## src/rtl/startstop_pkg.sv

```systemverilog
// startstop_pkg: default parameters and debounce counter width helper
package startstop_pkg;
  localparam int SYNC_STAGES_DEF = 2;
  localparam int DEBOUNCE_CYCLES_DEF = 1;
  function automatic int cnt_w(input int d);
    return $clog2(d + 1);
  endfunction
endpackage

```

## src/rtl/key_debounce.sv

```systemverilog
// key_debounce: KEY synchronizer, debounce filter, rise detector (CLK, RST, KEY -> key_db level, press_pulse)
module key_debounce
  import startstop_pkg::*;
#(
  parameter int SYNC_STAGES = SYNC_STAGES_DEF,
  parameter int DEBOUNCE_CYCLES = DEBOUNCE_CYCLES_DEF
) (
  input  logic CLK,
  input  logic RST,
  input  logic KEY,
  output logic key_db,
  output logic press_pulse
);
  localparam int CNT_W = cnt_w(DEBOUNCE_CYCLES);
  logic [SYNC_STAGES-1:0] r_sync;
  logic [CNT_W-1:0] r_cnt;
  logic r_key_db;
  logic w_key_s;
  logic w_agree;
  logic w_hit;
  assign w_key_s = r_sync[SYNC_STAGES-1];
  assign w_agree = w_key_s == r_key_db;
  // the mismatch has lasted DEBOUNCE_CYCLES edges including this one
  assign w_hit = !w_agree && r_cnt == CNT_W'(DEBOUNCE_CYCLES - 1);
  // combinational so the toggle lands on the same edge key_db rises
  assign press_pulse = w_hit && w_key_s;
  assign key_db = r_key_db;
  always_ff @(posedge CLK) begin
    if (RST) begin
      r_sync <= '0;
      r_cnt <= '0;
      r_key_db <= 1'b0;
    end else begin
      r_sync <= {r_sync[SYNC_STAGES-2:0], KEY};
      r_cnt <= (w_agree || w_hit) ? '0 : r_cnt + CNT_W'(1);
      r_key_db <= w_hit ? w_key_s : r_key_db;
    end
  end
endmodule

```

## src/rtl/startstop_toggle.sv

```systemverilog
// startstop_toggle: push-button run/stop latch toggled per debounced press (CLK, RST, KEY -> startstop)
module startstop_toggle
  import startstop_pkg::*;
#(
  parameter int SYNC_STAGES = SYNC_STAGES_DEF,
  parameter int DEBOUNCE_CYCLES = DEBOUNCE_CYCLES_DEF
) (
  input  logic CLK,
  input  logic RST,
  input  logic KEY,
  output logic startstop
);
  logic w_key_db;
  logic w_press;
  logic r_run;
  key_debounce #(
    .SYNC_STAGES(SYNC_STAGES),
    .DEBOUNCE_CYCLES(DEBOUNCE_CYCLES)
  ) u_deb (
    .CLK(CLK),
    .RST(RST),
    .KEY(KEY),
    .key_db(w_key_db),
    .press_pulse(w_press)
  );
  always_ff @(posedge CLK) begin
    if (RST) r_run <= 1'b0;
    else if (w_press) r_run <= ~r_run;
  end
  assign startstop = r_run;
  // a press can only come from a debounced level that is still low
  a_press_from_low: assert property (@(posedge CLK) disable iff (RST) w_press |-> !w_key_db);
endmodule

```

## config.mk

```make
export PLATFORM = sky130hd
export DESIGN_NAME = startstop_toggle
export DESIGN_NICKNAME = d
export VERILOG_FILES = /design/src/rtl/startstop_pkg.sv /design/src/rtl/key_debounce.sv /design/src/rtl/startstop_toggle.sv
export SDC_FILE = /design/constraint.sdc
export NUM_CORES = 1
export LEC_CHECK = 0
export CORE_AREA = 2 2 39 41
export DETAILED_ROUTE_END_ITERATION = 10
export DIE_AREA = 0 0 41 43
export GPL_ROUTABILITY_DRIVEN = 0
export GPL_TIMING_DRIVEN = 1
export PLACE_DENSITY = 0.34
export SLEW_MARGIN = 10
export SYNTH_ARGS = -nofsm -noshare
export SYNTH_HDL_FRONTEND = slang
export SYNTH_SLANG_ARGS = --single-unit
```

## constraint.sdc

```tcl
create_clock -name CLK -period 1.24 [get_ports CLK]
set_input_delay 0.248 -clock CLK [delete_from_list [all_inputs] [get_ports CLK]]
set_output_delay 0.248 -clock CLK [all_outputs]
set_load 0.01 [all_outputs]
```

# Word-level counts from Yosys, hierarchy flattened

Cells that the tools add are included.

Bits in registers: 5
Output and inout port bits: 1

$add $sub $neg: 1
Eq/ne operators: 1
Bitwise logic cells: 2
Reduce and logical (&&, ||, !) cells: 5

Operators by type and width:

| kind                               | count |
|---|---|
| 1-bit logical AND                  | 2 |
| 1-bit inverter                     | 2 |
| 2-bit OR reduction                 | 1 |
| 1-bit adder, second input constant | 1 |
| 1-bit equality test                | 1 |
| 1-bit zero test                    | 1 |
| 1-bit logical OR                   | 1 |

# Logic depth before layout (Yosys ltp)

Word-level depth: 5
Mapped depth: 2
Depth with buffers taken out: 2

# Hierarchy

From an unflattened synthesis, not the netlist that was laid out.

Cells, all modules: 14
Area total of the unflattened synthesis: 158.9 um2

Modules (own cells, without submodules):

| module           | instances | cells each | area each (um2) |
|---|---|---|---|
| key_debounce     | 1         | 11         | 126.4 |
| startstop_toggle | 1         | 3          | 32.5 |

# Worst setup path before layout

No wires, ideal clock.

Path kind: register -> register
Start: register u_deb.r_key_db (netlist: u_deb.key_db)
End: register r_run (netlist: startstop)
Arrival: 0.785 ns
Path slack: 0.334 ns
Stages on the path, launching flop included: 3
Path buffers: 0
Clock period less this slack: 0.906 ns
Cell sequence: dfxtp_1 nor3b_2 mux2_4

Longest elaborated chain between the ends: 4

RTL lines:

| element                | RTL line               | source |
|---|---|---|
| start, declared        | key_debounce.sv:17     | `logic r_key_db;` |
| start signal, assigned | key_debounce.sv:36     | `r_key_db <= w_hit ? w_key_s : r_key_db;` |
| 1-bit equality test    | key_debounce.sv:22     | `assign w_agree = w_key_s == r_key_db;` |
| 1-bit zero test        | key_debounce.sv:24     | `assign w_hit = !w_agree && r_cnt == CNT_W'(DEBOUNCE_CYCLES - 1);` |
| 1-bit logical AND      | key_debounce.sv:24     |  |
| 1-bit logical AND      | key_debounce.sv:26     | `assign press_pulse = w_hit && w_key_s;` |
| end signal, assigned   | startstop_toggle.sv:28 | `else if (w_press) r_run <= ~r_run;` |
| end, declared          | startstop_toggle.sv:15 | `logic r_run;` |

Every way passes these cells.
A chain may end at the register's enable or synchronous reset.

# Final worst setup path

Start: register r_run (netlist: startstop)
End: output port startstop

RTL lines:

| element       | RTL line               | source |
|---|---|---|
| end, declared | startstop_toggle.sv:11 | `output logic startstop` |

No word-level cell between the ends.

==> results_dict.tcl <==
set metrics [dict create \
    postSynthCellCount 14 \
    worstSetupStartpointType "flip-flop" \
    chipWidth_um 41 \
    net_count_synth 17 \
    syn_to_final_growth_pct 49.3 \
    netlist-cell-type-count 7 \
    route.detailed.vias_per_inst 3.00 \
    post_layout_nonfiller_instances 38 \
    placement_rows 14 \
    post-cts-setup-buffers 0 \
    slowest_delay_ns 0.33 \
    timing.fmax_mhz 917 \
    tritoncts.num_buffers 3 \
    lkg_pwr_nw 0.107 \
    floorplan.initialDensity_pct 12.1 \
    final_number_of_max_transition_violations 0 \
    mostFrequentLayoutCell "dfxtp_1" \
    worstPathMaxFanout 3 \
    detailedRoute.firstIterationViolations 0 \
    htree_num_levels 1 \
    crit_path_end_kind "output pin" \
    yosys_warnings 0 \
    die_area_um2 1760 \
    num_vias 114 \
    crit_path_top_delay_cell "dfxtp_1" \
    irDropWorstVdd_uv 492 \
    post-route-min-period_ns 1.09 \
    timing.critical_path.buf_inv 1 \
    postRouteAntennaNets 0 \
    synth.area.top_cells "dfxtp_1 (60%), nor2b_1 (11%), mux2_4 (9.0%)" \
    yosys_register_bits 5 \
    tightest_hold_check_type "reg2reg" \
    grt_usage_pct 4.13 \
    final_layout_fill_cell_count 158 \
    antenna_violations_before_repair 0 \
    route.final.wire_length_um 249 \
    data_required_critical_path_ns 0.99 \
    synth_top_cell_by_area "dfxtp_1" \
    multi_input_comb_area_um2 67.6 \
    area_share_of_the_largest_cell_type_after_synthesis_pct 59.7 \
    seqCellArea_um2 100 \
    post_dr_wirelength_cell_um 6.55 \
    top_level_ports 4 \
    cp_data_arrival_time_ns 0.84 \
    drc 0 \
    hold_viol_final 0 \
    cts_num_sinks 5 \
    seq_area_frac_synth_pct 59.7 \
    setup_tns_ns 0 \
    cell_area_after_synthesis_um2 168 \
    timing.setup.critical_path_class "reg2out" \
    min_period_over_period_pct 87.9 \
    wire_length_of_the_first_global_routing_pass_um 420 \
    timing.final.setup_violations 0 \
    core_um2 1380 \
    grt_max_degree 4 \
    hpwl_um 176 \
    crit_path_cell_trace "dlygate4sd2_1" \
    tritoncts_clock_tree "built" \
    report.power.total_w 0.000379 \
    detail_route.first_pass.iterations 1 \
    grt_pass1_vias 125 \
    clkTransAtPathRegs_ns 0.04 \
    design.final.nets 26 \
    ctsRootBufferMaster "clkbuf_4" \
    outcome "finished, final reports clean" \
    clk-insertion-delay-late_ns 0.24 \
    placement.io_buffers 3 \
    mostFrequentLayoutCells "dfxtp_1 (5), nor2b_1 (3), clkbuf_4 (3)" \
    power-per-cell-area_nw_per_um2 1510 \
    timing.critical_path.max_delay_family "flip-flops" \
    overflow 0 \
    synthesis.area_per_instance_um2 12.0 \
    dieHeight_um 43 \
    cap_violations 0 \
    cts_max_path_buffers 2 \
    antenna_cells 0 \
    rsz0062_at_grt "false" \
    dpl.cell_count 34 \
    post_route_cells_drive_above_1_share_pct 27.3 \
    final_skew_ns 0.00105 \
]
through the flow:
step | utilization [%] | hold slack [ns] | instance area (um^2) | setup slack [ns]
2_1_floorplan | - | 0.320 | 168 | 0.334
6_report | 18.1 | 0.441 | 250 | 0.150
3_5_place_dp | 16.3 | 0.428 | 225 | 0.0360
3_3_place_gp | 16.3 | 0.429 | 225 | 0.0517
4_1_cts | 18.1 | 0.443 | 250 | 0.124
5_1_grt | 18.1 | 0.466 | 250 | 0.108
final cells by class:
| cell class | count | area share, % |
|---|---|---|
| clock buffer | 4 | 10.5 |
| multi-input combinational | 9 | 27.0 |
| sequential | 5 | 40.0 |
| tap | 16 | 8.00 |
| timing repair buffer | 4 | 14.5 |
kinds of logic (layout without fill, tap and decap cells):
logic type | count (synthesis) | count (layout) | share of synthesized area, %
other cells | 1 | 1 | 2.24
flops | 5 | 5 | 59.7
mux | 2 | 2 | 14.9
buf+inv | 0 | 8 | 0
simple gates | 6 | 6 | 23.1
routing by layer:
| layer | vias up | part of all wire [%] | track usage (%) |
|---|---|---|---|
| met5 | - | 0 | 0 |
| li1 | 58 | - | - |
| met3 | 0 | 10 | 4.71 |
| met1 | 52 | 47 | 3.57 |
| met4 | 0 | 0 | 4.00 |
| met2 | 4 | 43 | 4.69 |
worst reg2reg max path: cells and delay by family, from the launching register on:
family | cells | cell delay (ns)
simple gates | 1 | 0.21
flops | 1 | 0.31
mux | 1 | 0.31
what timing repair did:
item                       CTS  global route
hold buffers                 0             0
setup endpoints to repair    1             0
gates resized for setup      1             0
hold endpoints to repair     0             0
sequential cells by signal, indices dropped and copies added (netlist names):
name          cells
startstop         1
u_deb.key_db      1
u_deb.r_cnt       1
u_deb.r_sync      2
path summary, 6_finish.rpt:
path	from	endpoint	slack, ns	cells past startpoint
worst min-delay path	u_deb.r_sync[0]	u_deb.r_sync[1]	0.44	1
worst max-delay path	startstop	startstop	0.15	1
worst max register to register	u_deb.key_db	startstop	0.30	2
worst min register to register	u_deb.r_sync[0]	u_deb.r_sync[1]	0.44	1
power breakdown:
part	internal [W]	total, W	switching [W]
clock	0.000122	0.000186	0.0000643
sequential	0.000168	0.000172	0.00000335
combinational	0.0000147	0.0000213	0.00000659
total	0.000305	0.000379	0.0000742
Yosys cell counts:
library cell,n
conb_1,1
nor2b_1,3
mux2_4,1
nor2_1,2
nor3b_2,1
dfxtp_1,5
mux2i_1,1
No activity file was read; power rests on OpenSTA's default activity.
